===== config.mk =====
export PLATFORM = sky130hd
export DESIGN_NAME = dct_frame_ctrl
export DESIGN_NICKNAME = d
export VERILOG_FILES = /design/src/rtl/dct_ctrl_pkg.sv /design/src/rtl/dct_frame_ctrl_ceps_buffer.sv /design/src/rtl/dct_frame_ctrl.sv
export SDC_FILE = /design/constraint.sdc
export NUM_CORES = 1
export LEC_CHECK = 0
export ABC_CLOCK_PERIOD_IN_PS = 7800
export CORE_UTILIZATION = 30
export DETAILED_ROUTE_END_ITERATION = 12
export PLACE_DENSITY = 0.46
export SETUP_SLACK_MARGIN = 0.02
export SLEW_MARGIN = 20
export SYNTH_ARGS = -nofsm -noshare
export SYNTH_HDL_FRONTEND = slang
export SYNTH_HIERARCHICAL = 1
export SYNTH_SLANG_ARGS = --single-unit

===== constraint.sdc =====
create_clock -name clk -period 7.8 [get_ports clk]
set_input_delay 1.56 -clock clk [delete_from_list [all_inputs] [get_ports clk]]
set_output_delay 1.56 -clock clk [all_outputs]
set_load 0.01 [all_outputs]

===== src/rtl/dct_ctrl_pkg.sv =====
// Shared types for the MFCC DCT frame sequencer: FSM state encoding and err_o bit positions.
package dct_ctrl_pkg;

    typedef enum logic [2:0] {
        LOAD,
        START,
        RUN,
        DRAIN,
        FLUSH_WAIT
    } state_t;

    localparam int unsigned ERR_MISS = 0;
    localparam int unsigned ERR_TMO  = 1;
    localparam int unsigned ERR_W    = 2;

endpackage


===== src/rtl/dct_frame_ctrl_ceps_buffer.sv =====
// Cepstral capture buffer: NUM_CEPS x CEPS_WIDTH register file plus a per-entry captured mask.
// Entries whose mask bit is clear read back as zero, so a stale frame never leaks downstream.
module ceps_buffer #(
    parameter int unsigned NUM_CEPS   = 12,
    parameter int unsigned CEPS_WIDTH = 16,
    parameter int unsigned NC_LOG2    = $clog2(NUM_CEPS)
) (
    input  logic                  clk,
    input  logic                  rst,
    input  logic                  i_clr,
    input  logic                  i_wr_en,
    input  logic [NC_LOG2-1:0]    i_wr_idx,
    input  logic [CEPS_WIDTH-1:0] i_wr_data,
    input  logic [NC_LOG2-1:0]    i_rd_idx,
    output logic [CEPS_WIDTH-1:0] o_rd_data,
    output logic                  o_dup,
    output logic                  o_all_set_next
);

    logic [CEPS_WIDTH-1:0] r_mem [NUM_CEPS];
    logic [NUM_CEPS-1:0]   r_mask;

    logic                  w_wr_in_range;
    logic                  w_rd_in_range;
    logic                  w_hit;
    logic [NUM_CEPS-1:0]   w_wr_onehot;

    assign w_wr_in_range = (32'(i_wr_idx) < NUM_CEPS);
    assign w_rd_in_range = (32'(i_rd_idx) < NUM_CEPS);
    assign w_hit         = i_wr_en && w_wr_in_range;
    assign w_wr_onehot   = w_hit ? (NUM_CEPS'(1) << i_wr_idx) : '0;

    assign o_dup          = w_hit && r_mask[i_wr_idx];
    assign o_all_set_next = &(r_mask | w_wr_onehot);
    assign o_rd_data      = (w_rd_in_range && r_mask[i_rd_idx]) ? r_mem[i_rd_idx] : '0;

    always_ff @(posedge clk) begin
        if (w_hit) begin
            r_mem[i_wr_idx] <= i_wr_data;
        end
    end

    always_ff @(posedge clk or posedge rst) begin
        if (rst) begin
            r_mask <= '0;
        end else if (i_clr) begin
            r_mask <= '0;
        end else begin
            r_mask <= r_mask | w_wr_onehot;
        end
    end

endmodule


===== src/rtl/dct_frame_ctrl.sv =====
// MFCC DCT frame sequencer: loads mel energies, starts the DCT, captures and drains coefficients.
// Optional RUN/FLUSH_WAIT watchdog is built when DCT_CTRL_TIMEOUT_EN is defined.
module dct_frame_ctrl
    import dct_ctrl_pkg::*;
#(
    parameter int unsigned NUM_CEPS       = 12,
    parameter int unsigned NUM_FILTERS    = 40,
    parameter int unsigned INPUT_WIDTH    = 8,
    parameter int unsigned CEPS_WIDTH     = 16,
    parameter int unsigned NF_LOG2        = $clog2(NUM_FILTERS),
    parameter int unsigned NC_LOG2        = $clog2(NUM_CEPS),
    parameter int unsigned TIMEOUT_CYCLES = 1024
) (
    input  logic                   clk,
    input  logic                   rst,
    input  logic                   flush_i,
    input  logic                   mel_valid_i,
    input  logic [INPUT_WIDTH-1:0] mel_data_i,
    output logic                   mel_ready_o,
    output logic                   dct_in_valid_o,
    output logic [NF_LOG2-1:0]     dct_frame_ptr_o,
    output logic [INPUT_WIDTH-1:0] dct_power_o,
    output logic                   dct_start_o,
    input  logic                   dct_valid_i,
    input  logic [CEPS_WIDTH-1:0]  dct_ceps_i,
    input  logic [NC_LOG2-1:0]     dct_ceps_ptr_i,
    input  logic                   dct_done_i,
    output logic                   ceps_valid_o,
    output logic [CEPS_WIDTH-1:0]  ceps_data_o,
    output logic [NC_LOG2-1:0]     ceps_idx_o,
    output logic                   ceps_last_o,
    input  logic                   ceps_ready_i,
    output logic                   busy_o,
    output logic [15:0]            frame_cnt_o,
    output logic [ERR_W-1:0]       err_o
);

    state_t                 r_state;
    logic [NF_LOG2-1:0]     r_load_cnt;
    logic                   r_mel_ready;
    logic                   r_dct_in_valid;
    logic [NF_LOG2-1:0]     r_dct_ptr;
    logic [INPUT_WIDTH-1:0] r_dct_power;
    logic                   r_dct_start;
    logic                   r_ceps_valid;
    logic [NC_LOG2-1:0]     r_idx;
    logic [15:0]            r_frame_cnt;
    logic [ERR_W-1:0]       r_err;

    logic                   w_accept;
    logic                   w_last_beat;
    logic                   w_idx_last;
    logic                   w_drain_done;
    logic                   w_wr_en;
    logic                   w_clr;
    logic                   w_dup;
    logic                   w_all_set_next;
    logic                   w_tmo_hit;
    logic [CEPS_WIDTH-1:0]  w_rd_data;

    assign w_accept     = mel_valid_i && r_mel_ready;
    assign w_last_beat  = (r_load_cnt == NF_LOG2'(NUM_FILTERS - 1));
    assign w_idx_last   = (r_idx == NC_LOG2'(NUM_CEPS - 1));
    assign w_drain_done = (r_state == DRAIN) && ceps_ready_i && w_idx_last;
    assign w_wr_en      = (r_state == RUN) && dct_valid_i && !flush_i && !w_tmo_hit;

    // Mask is wiped on every frame exit path and again on entry to RUN.
    assign w_clr = (flush_i && (r_state == RUN || r_state == DRAIN)) || w_tmo_hit ||
                   (!flush_i && w_drain_done) || (r_state == START);

`ifdef DCT_CTRL_TIMEOUT_EN
    localparam int unsigned TMO_W = $clog2(TIMEOUT_CYCLES) + 1;
    logic [TMO_W-1:0] r_tmo_cnt;
    logic             w_in_wait;

    assign w_in_wait = (r_state == RUN) || (r_state == FLUSH_WAIT);
    assign w_tmo_hit = w_in_wait && !dct_done_i && (r_tmo_cnt == TMO_W'(TIMEOUT_CYCLES - 1));

    // A flush from RUN restarts the budget so FLUSH_WAIT gets a full window.
    always_ff @(posedge clk or posedge rst) begin
        if (rst) begin
            r_tmo_cnt <= '0;
        end else if (!w_in_wait || (r_state == RUN && flush_i)) begin
            r_tmo_cnt <= '0;
        end else begin
            r_tmo_cnt <= r_tmo_cnt + 1'b1;
        end
    end
`else
    assign w_tmo_hit = 1'b0;
`endif

    ceps_buffer #(
        .NUM_CEPS   (NUM_CEPS),
        .CEPS_WIDTH (CEPS_WIDTH),
        .NC_LOG2    (NC_LOG2)
    ) u_ceps_buffer (
        .clk            (clk),
        .rst            (rst),
        .i_clr          (w_clr),
        .i_wr_en        (w_wr_en),
        .i_wr_idx       (dct_ceps_ptr_i),
        .i_wr_data      (dct_ceps_i),
        .i_rd_idx       (r_idx),
        .o_rd_data      (w_rd_data),
        .o_dup          (w_dup),
        .o_all_set_next (w_all_set_next)
    );

    always_ff @(posedge clk or posedge rst) begin
        if (rst) begin
            r_state        <= LOAD;
            r_load_cnt     <= '0;
            r_mel_ready    <= 1'b1;
            r_dct_in_valid <= 1'b0;
            r_dct_ptr      <= '0;
            r_dct_power    <= '0;
            r_dct_start    <= 1'b0;
            r_ceps_valid   <= 1'b0;
            r_idx          <= '0;
            r_frame_cnt    <= '0;
            r_err          <= '0;
        end else begin
            r_dct_in_valid <= 1'b0;
            r_dct_start    <= 1'b0;
            if (flush_i) begin
                r_err <= '0;
                unique case (r_state)
                    LOAD, START: begin
                        r_state     <= LOAD;
                        r_load_cnt  <= '0;
                        r_mel_ready <= 1'b1;
                    end
                    RUN: begin
                        r_state     <= FLUSH_WAIT;
                        r_mel_ready <= 1'b0;
                    end
                    FLUSH_WAIT: begin
                        if (dct_done_i || w_tmo_hit) begin
                            r_state     <= LOAD;
                            r_mel_ready <= 1'b1;
                        end
                    end
                    DRAIN: begin
                        r_state      <= LOAD;
                        r_ceps_valid <= 1'b0;
                        r_idx        <= '0;
                        r_mel_ready  <= 1'b1;
                    end
                    default: r_state <= LOAD;
                endcase
            end else begin
                unique case (r_state)
                    LOAD: begin
                        if (w_accept) begin
                            r_dct_in_valid <= 1'b1;
                            r_dct_ptr      <= r_load_cnt;
                            r_dct_power    <= mel_data_i;
                            if (w_last_beat) begin
                                r_load_cnt  <= '0;
                                r_mel_ready <= 1'b0;
                                r_state     <= START;
                            end else begin
                                r_load_cnt <= r_load_cnt + 1'b1;
                            end
                        end
                    end
                    START: begin
                        r_dct_start <= 1'b1;
                        r_state     <= RUN;
                    end
                    RUN: begin
                        if (w_tmo_hit) begin
                            r_err[ERR_TMO] <= 1'b1;
                            r_state        <= LOAD;
                            r_mel_ready    <= 1'b1;
                        end else begin
                            if (w_dup) begin
                                r_err[ERR_MISS] <= 1'b1;
                            end
                            if (dct_done_i) begin
                                if (!w_all_set_next) begin
                                    r_err[ERR_MISS] <= 1'b1;
                                end
                                r_state      <= DRAIN;
                                r_ceps_valid <= 1'b1;
                                r_idx        <= '0;
                            end
                        end
                    end
                    DRAIN: begin
                        if (ceps_ready_i) begin
                            if (w_idx_last) begin
                                r_ceps_valid <= 1'b0;
                                r_idx        <= '0;
                                r_frame_cnt  <= r_frame_cnt + 1'b1;
                                r_state      <= LOAD;
                                r_mel_ready  <= 1'b1;
                            end else begin
                                r_idx <= r_idx + 1'b1;
                            end
                        end
                    end
                    FLUSH_WAIT: begin
                        if (dct_done_i) begin
                            r_state     <= LOAD;
                            r_mel_ready <= 1'b1;
                        end else if (w_tmo_hit) begin
                            r_err[ERR_TMO] <= 1'b1;
                            r_state        <= LOAD;
                            r_mel_ready    <= 1'b1;
                        end
                    end
                    default: r_state <= LOAD;
                endcase
            end
        end
    end

    assign mel_ready_o     = r_mel_ready;
    assign dct_in_valid_o  = r_dct_in_valid;
    assign dct_frame_ptr_o = r_dct_ptr;
    assign dct_power_o     = r_dct_power;
    assign dct_start_o     = r_dct_start;
    assign ceps_valid_o    = r_ceps_valid;
    assign ceps_data_o     = r_ceps_valid ? w_rd_data : '0;
    assign ceps_idx_o      = r_idx;
    assign ceps_last_o     = r_ceps_valid && w_idx_last;
    assign busy_o          = (r_state != LOAD) || (r_load_cnt != '0);
    assign frame_cnt_o     = r_frame_cnt;
    assign err_o           = r_err;

endmodule


==> summary.md, run 1 <==
| Metric | Value |
|---|---|
| # port buffers | between 90 and 100 |
| Count of final max-slew check failures | 0 |
| Antenna cells | 0 |
| Hold WC Path Type | flop to flop |
| CP required | 6.24 ns |
| CTS tree | yes |
| Worst Setup Start Kind | flop |
| Via count | between 6,000 and 7,000 |
| Grt peak-use layer | met2 |
| Switching power | 592 uW |
| Global-route wire length before repair | 38.6 mm |
| Layout Cells excl Fill | 1,225 |
| Final net count | 787 |
| Worst relative slew slack | 32.4% |
| GPL Wtd Cong | 0.798 |
| Critical Path AT | slightly below 4 ns |
| Setup TNS | 0 ns |
| Share of cells above drive strength 1 | 19.5% |
| Die Area | around 36,000 sq um |
| Largest net degree at the start of global routing | 49 |
| RSZ-0062 raised after global routing | false |
| Clock transition at path regs | 0.06 ns |
| Clock insertion delay at the later pin of the skew report | 0.54 ns |
| Clock Tree Root | clkbuf_16 |
| Antenna violations before repair | 1 |
| Final Hold Fails | 0 |
| Area fraction of the dominant cell type after synthesis | a little over half |
| Final period util | 70.4% |
| Setup violations, final | 0 |
| Comb pwr share | 4.1% |
| Flop pwr share | about half |
| DIE WIDTH | roughly 190 microns |
| Wire per inst | between 20 and 25 microns |
| Placed cells | between 1,000 and 1,500 |
| Crit path max fanout | 16 |
| Cts hold-fix bufs | 0 |
| Leak | around 0.0044 uW |
| Number of synthesized flops with an enable pin | 192 |
| Top FF cell, synth | edfxtp_1 |
| Ys async rst share | about a quarter |
| Syn Nets | 682 |
| Drt drc | 0 |
| Netlist cell types | 62 |
| Internal power | 2320 uW |
| Met1 Use GR | 18.2% |
| Synth area leaders | edfxtp_1 (54%), dfrtp_1 (14%), mux4_2 (10%) |
| Chip height | 190 microns |
| Seq cells post-synth | approximately 250 |
| Kind of critical path | flop to output pin |
| Post-synth top cells | edfxtp_1 (192), dfrtp_1 (59), mux4_2 (47) |
| Routing usage on met3 | 2.78% |
| Sequential element share of the synthesized area | 68.4% |
| Post-CTS setup buffer count | 0 |
| Boundary pin count | 93 |
| Syn-to-layout area delta | 22.2% |
| Initial Utilization | between 30% and 40% |
| Remaining Overflow, GRT | 0 |
| Row count | a little under 70 |
| Syn Area/Cell | 16.5 sq um |
| Cts repair resizes | 0 |
| Vias in the first global route | between 6,000 and 7,000 |
| Clk_skew | 0.0167 ns |
| DP Wirelength | 15.9 mm |
| Final min period | ~5.5 ns |
| H-tree levels | 1 |
| Area leader, netlist | edfxtp_1 |
| Area of the core | between 30,000 and 40,000 sq um |
| Post-Syn Area | roughly 11,000 sq um |
| TritonCTS buffer count | 28 |
| GR Util All Layers | about 14% |
| Status | complete, no violations |
| DRT Pass-1 Iters | 4 |
| # Max-Cap Violations | 0 |
| Drt via density | 4.92 |
| Max Freq | about 180 MHz |
| Count leader, synth | edfxtp_1 |
| CP endpoint kind | output pin |
| Actual slew at the worst max-slew pin | 1.01 ns |
| Detailed Route Iter0 Violations | 291 |
| Cell Pwr Density | between 200 and 250 nW/um^2 |
| Max Root-Sink Buffers | 3 |
| Clock sink count | 252 |
| Post-Syn Instances | around 640 |
| Switching Fraction | 20.3% |
| Overall routed net length | 24.8 mm |
| VDD IR max | roughly 0.16 mV |
| Synth warnings | 6 |
| Post-route ant nets | 0 |
| Met2 track demand over resource | between 20% and 30% |
| Clock power share | 45.1% |
==> registers in the layout (all words and copies together), names as in the netlist <==
name / flops
ceps_idx_o: 4
r_load_cnt: 6
r_state: 3
dct_start_o: 1
err_o: 1
dct_power_o: 8
dct_frame_ptr_o: 6
ceps_valid_o: 1
mel_ready_o: 1
frame_cnt_o: 16
u_ceps_buffer/r_mem: 192
dct_in_valid_o: 1
u_ceps_buffer/r_mask: 12
==> cells by family (layout without fill, tap and decap cells) <==
logic type | after synthesis | in the layout | synth area share, %
fa+ha+maj | 4 | 4 | 0.471
simple gates | 167 | 167 | 8.39
compound gates | 81 | 81 | 5.62
mux | 72 | 72 | 13.4
other cells | 1 | 1 | 0.0353
buf+inv | 50 | 177 | 2.40
flops | 252 | 252 | 68.4
xor+xnor | 16 | 16 | 1.32
==> worst paths after layout <==
| path | start | end | slack (ns) | depth (start not counted) |
|---|---|---|---|---|
| setup / recovery | ceps_idx_o[0] | ceps_data_o[15] | 2.31 | 7 |
| hold / removal | frame_cnt_o[15] | frame_cnt_o[15] | 0.48 | 1 |
| setup reg to reg | r_state[1] | err_o[0] | 4.54 | 11 |
| hold reg to reg | frame_cnt_o[15] | frame_cnt_o[15] | 0.48 | 1 |
| max in group asynchronous | rst | ceps_idx_o[1] | 5.69 | 2 |
| min in group asynchronous | rst | u_ceps_buffer/r_mask[10] | 1.44 | 2 |
==> through the flow <==
step | util, % | hold WS (ns) | power (uW) | worst slack [ns] | area [sq um]
4_1_cts | 37.4 | 0.478 | 2960 | 2.21 | 13000
3_3_place_gp | 34.7 | 0.463 | 1630 | 2.80 | 12100
3_5_place_dp | 34.7 | 0.467 | 1630 | 2.67 | 12100
6_report | 37.4 | 0.476 | 2920 | 2.31 | 13000
2_1_floorplan | - | 0.497 | 1550 | 2.82 | 10600
5_1_grt | 37.4 | 0.525 | 3020 | 2.14 | 13000
==> layer usage <==
metal | wire [microns] | vias up
met5 | 0 | -
met4 | 536 | 0
met3 | 1370 | 40
met1 | 10500 | 3080
li1 | - | 2714
met2 | 12400 | 195
==> power groups by stage <==
| stage | Combinational [uW] | Clock (uW) | Sequential, uW |
|---|---|---|---|
| 2_1_floorplan | 44.2 | 0 | 1510 |
| 3_3_place_gp | 120 | 0 | 1510 |
| 3_5_place_dp | 122 | 0 | 1510 |
| 4_1_cts | 123 | 1360 | 1480 |
| 5_1_grt | 132 | 1400 | 1480 |
| 6_report | 121 | 1310 | 1480 |
==> cell usage in the layout (no fill, tap or decap), drive strengths merged, types with 3 or more instances in the layout <==
cell           Yosys  final
edfxtp           192    192
clkdlybuf4s50      0     91
dfrtp             59     59
mux4              53     53
nor2              48     48
nand2             42     42
clkbuf            13     33
a21oi             26     26
and2              17     17
a22oi             17     17
inv               18     17
buf               19     16
mux2              15     15
clkinv             0     14
nand3             12     12
xnor2             12     12
o21ai             10     10
nor3               7      7
and3               6      6
nor4               6      6
a21o               5      5
nor2b              5      5
nand4              4      4
a31oi              4      4
mux2i              4      4
xor2               4      4
ha                 4      4
bufinv             0      4
nand3b             4      4
nand2b             4      4
and4               3      3
o41ai              3      3
nor4b              3      3
==> final cells by class <==
type	count	area, sq um
multi-input combinational	341	3120
fill	3257	21700
sequential	252	7270
clock buffer	33	729
tap	455	569
clock inverter	19	204
timing repair buffer	107	1030
inverter	18	68.8
==> worst max-delay path, cell delays in order, from the launching register on <==
cell,delay [ns]
dfrtp_1,0.68
buf_4,0.42
mux4_2,0.54
nand2b_4,0.16
a32oi_4,0.78
a21oi_1,0.07
and2_1,0.21
clkdlybuf4s50_1,0.52
(Power assumes the default switching activity.)
==> run 2: changes to the inputs <==
- ABC_CLOCK_PERIOD_IN_PS: 7800 -> 5400
- clock period: 7.8 -> 5.4 ns (I/O delays scaled with it)
==> summary.md, run 2 (synthesized netlist as in run 1, its figures left out) <==
| Metric | Value |
|---|---|
| Status | complete, no violations |
| Wire per inst | 20.3 microns (-0.12%) |
| RSZ-0062 raised after global routing | false |
| DP Wirelength | 15.6 mm (-2.3%) |
| Worst relative slew slack | 25.8% (-6.6 points) |
| Kind of critical path | flop to output pin |
| Fill cells | 3,276 (+0.58%) |
| Cts hold-fix bufs | 0 (unchanged) |
| Die Area | 36,200 sq um (unchanged) |
| Top reg by flops | u_ceps_buffer/r_mem |
| TritonCTS buffer count | 28 (unchanged) |
| Drt drc | 0 (unchanged) |
| Cell Pwr Density | 314 nW/um^2 (+40%) |
| Overall routed net length | 24.9 mm (+0.29%) |
| Setup violations, final | 0 (unchanged) |
| Largest net degree at the start of global routing | 53 (+8.2%) |
| CP required | 4.32 ns (-1.92 ns) |
| Final period util | 85.8% |
| Global-route wire length before repair | 38.5 mm (-0.20%) |
| Leak | 0.00440 uW (-0.43%) |
| Antenna violations before repair | 0 (-1) |
| Via count | 6,056 (+0.45%) |
| # port buffers | 91 (unchanged) |
| Post-route ant nets | 0 (unchanged) |
| Max Freq | 216 MHz |
| H-tree levels | 1 (unchanged) |
| Share of cells above drive strength 1 | 18.6% (-0.90 points) |
| DIE WIDTH | 190 microns (unchanged) |
| Hold WC Path Type | flop to flop |
| CTS tree | yes |
| CP endpoint kind | output pin |
| Count of final max-slew check failures | 0 (unchanged) |
| Remaining Overflow, GRT | 0 (unchanged) |
| DRT Pass-1 Iters | 5 (+1) |
| Post-CTS setup buffer count | 0 (unchanged) |
| Crit path max fanout | 16 (unchanged) |
| Clock sink count | 252 (unchanged) |
| Clock insertion delay at the later pin of the skew report | 0.53 ns (about the same) |
| GPL Wtd Cong | 0.861 (+7.9%) |
| Initial Utilization | 30.6% (unchanged) |
| Actual slew at the worst max-slew pin | 1.11 ns (+0.0984 ns) |
| Clock Tree Root | clkbuf_16 |
| Setup TNS | 0 ns (unchanged) |
| Vias in the first global route | 6,424 (-0.57%) |
| Final min period | 4.63 ns |
| Cts repair resizes | 0 (unchanged) |
| Max Root-Sink Buffers | 3 (unchanged) |
| # Max-Cap Violations | 0 (unchanged) |
| Area of the core | 34,700 sq um (unchanged) |
| Post-layout util | 37.3% (-0.15 points) |
| Chip height | 190 microns (unchanged) |
| Commonest non-fill, non-tap cell in the layout | edfxtp_1 |
| Boundary pin count | 93 (unchanged) |
| Max FFs per register | 192 (unchanged) |
| Antenna cells | 0 (unchanged) |
| Syn-to-layout area delta | 21.7% |
| VDD IR max | 0.294 mV (+83%) |
| Critical Path AT | 3.55 ns (-0.38 ns) |
| Drt via density | 4.92 (about the same) |
| Detailed Route Iter0 Violations | 420 (+44%) |
| Area of the multi-input gates | 3120 sq um (-0.16%) |
| Final Hold Fails | 0 (unchanged) |
| Most frequent cells in the layout | edfxtp_1 (192), clkdlybuf4s50_1 (91), dfrtp_1 (58) |
| Worst Setup Start Kind | flop |
| Clk_skew | 0.00570 ns (-0.0110 ns) |
| Sequential cell area | 7270 sq um (unchanged) |
| Clock transition at path regs | 0.06 ns (about the same) |
| GR Util All Layers | 14.1% (-0.021 points) |
| Row count | 68 (unchanged) |
| Final net count | 792 (+0.64%) |
-- run 2: cell count changes in the layout (fill, tap and decap cells not counted) --
cell | previous run | this run
clkbuf_1 | 4 | 10
clkinv_2 | 7 | 1
buf_4 | 16 | 21
bufinv_16 | 4 | 1
clkinv_1 | 6 | 9
clkinvlp_4 | 2 | 0
clkbuf_8 | 1 | 2
inv_2 | 1 | 2
nor2_1 | 45 | 46
nor2_2 | 3 | 2
nor2b_1 | 4 | 5
nor2b_2 | 1 | 0
-- run 2: layout make-up --
cell class,count,area share [%]
Tap cell,455,4.40
Clock buffer,40,5.92
Timing Repair Buffer,112,8.25
Clock inverter,12,0.657
Inverter,18,0.522
Multi-Input combinational cell,341,24.1
Sequential cell,252,56.2
-- run 2: worst max-delay path, stage by stage, from the launching register on --
cell and delay (ns):
dfrtp_1 0.70, mux4_2 0.57, nand2b_4 0.16, a32oi_4 0.74, a21oi_1 0.11, and2_1 0.21
clkdlybuf4s50_1 0.53
-- run 2: worst paths after layout --
kind	slack [ns]	depth (start not counted)	start	to
setup / recovery	0.77	6	ceps_idx_o[0]	ceps_data_o[15]
hold / removal	0.48	1	frame_cnt_o[15]	frame_cnt_o[15]
setup reg to reg	2.17	11	r_state[1]	err_o[0]
hold reg to reg	0.48	1	frame_cnt_o[15]	frame_cnt_o[15]
max in group asynchronous	3.87	3	rst	ceps_idx_o[1]
min in group asynchronous	0.93	2	rst	u_ceps_buffer/r_mask[8]
-- run 2: per-layer routing --
layer  global-route usage [%]  vias up  routed length, microns
li1                         -     2722                       -
met1                     18.0     3113                   10700
met2                     23.9      180                   12100
met3                     2.83       41                    1440
met4                     4.15        0                     655
met5                        0        -                       0
-- run 2: power breakdown --
part / internal, uW / switching (uW) / total, uW
Clock: 1030 / 725 / 1750
Sequential: 2110 / 24.8 / 2140
Combinational: 90.2 / 84.5 / 175
-- run 2: through the flow --
stage | area, sq um | hold slack (ns) | setup WS (ns) | cells | total power, uW
2_1_floorplan | 10600 | 0.497 | 0.899 | 643 | 2240
3_3_place_gp | 12100 | 0.464 | 1.16 | 1178 | 2350
3_5_place_dp | 12100 | 0.478 | 1.09 | 1178 | 2350
4_1_cts | 12900 | 0.490 | 0.694 | 1230 | 4120
5_1_grt | 12900 | 0.525 | 0.575 | 1230 | 4210
6_report | 12900 | 0.480 | 0.769 | 1230 | 4060
==> run 3: changes to the inputs <==
- CAP_MARGIN: unset -> 20
- HOLD_SLACK_MARGIN: unset -> 0.05
==> results of run 3 <==
Same layout as run 2: the final DEF is identical, and so are final timing and power.
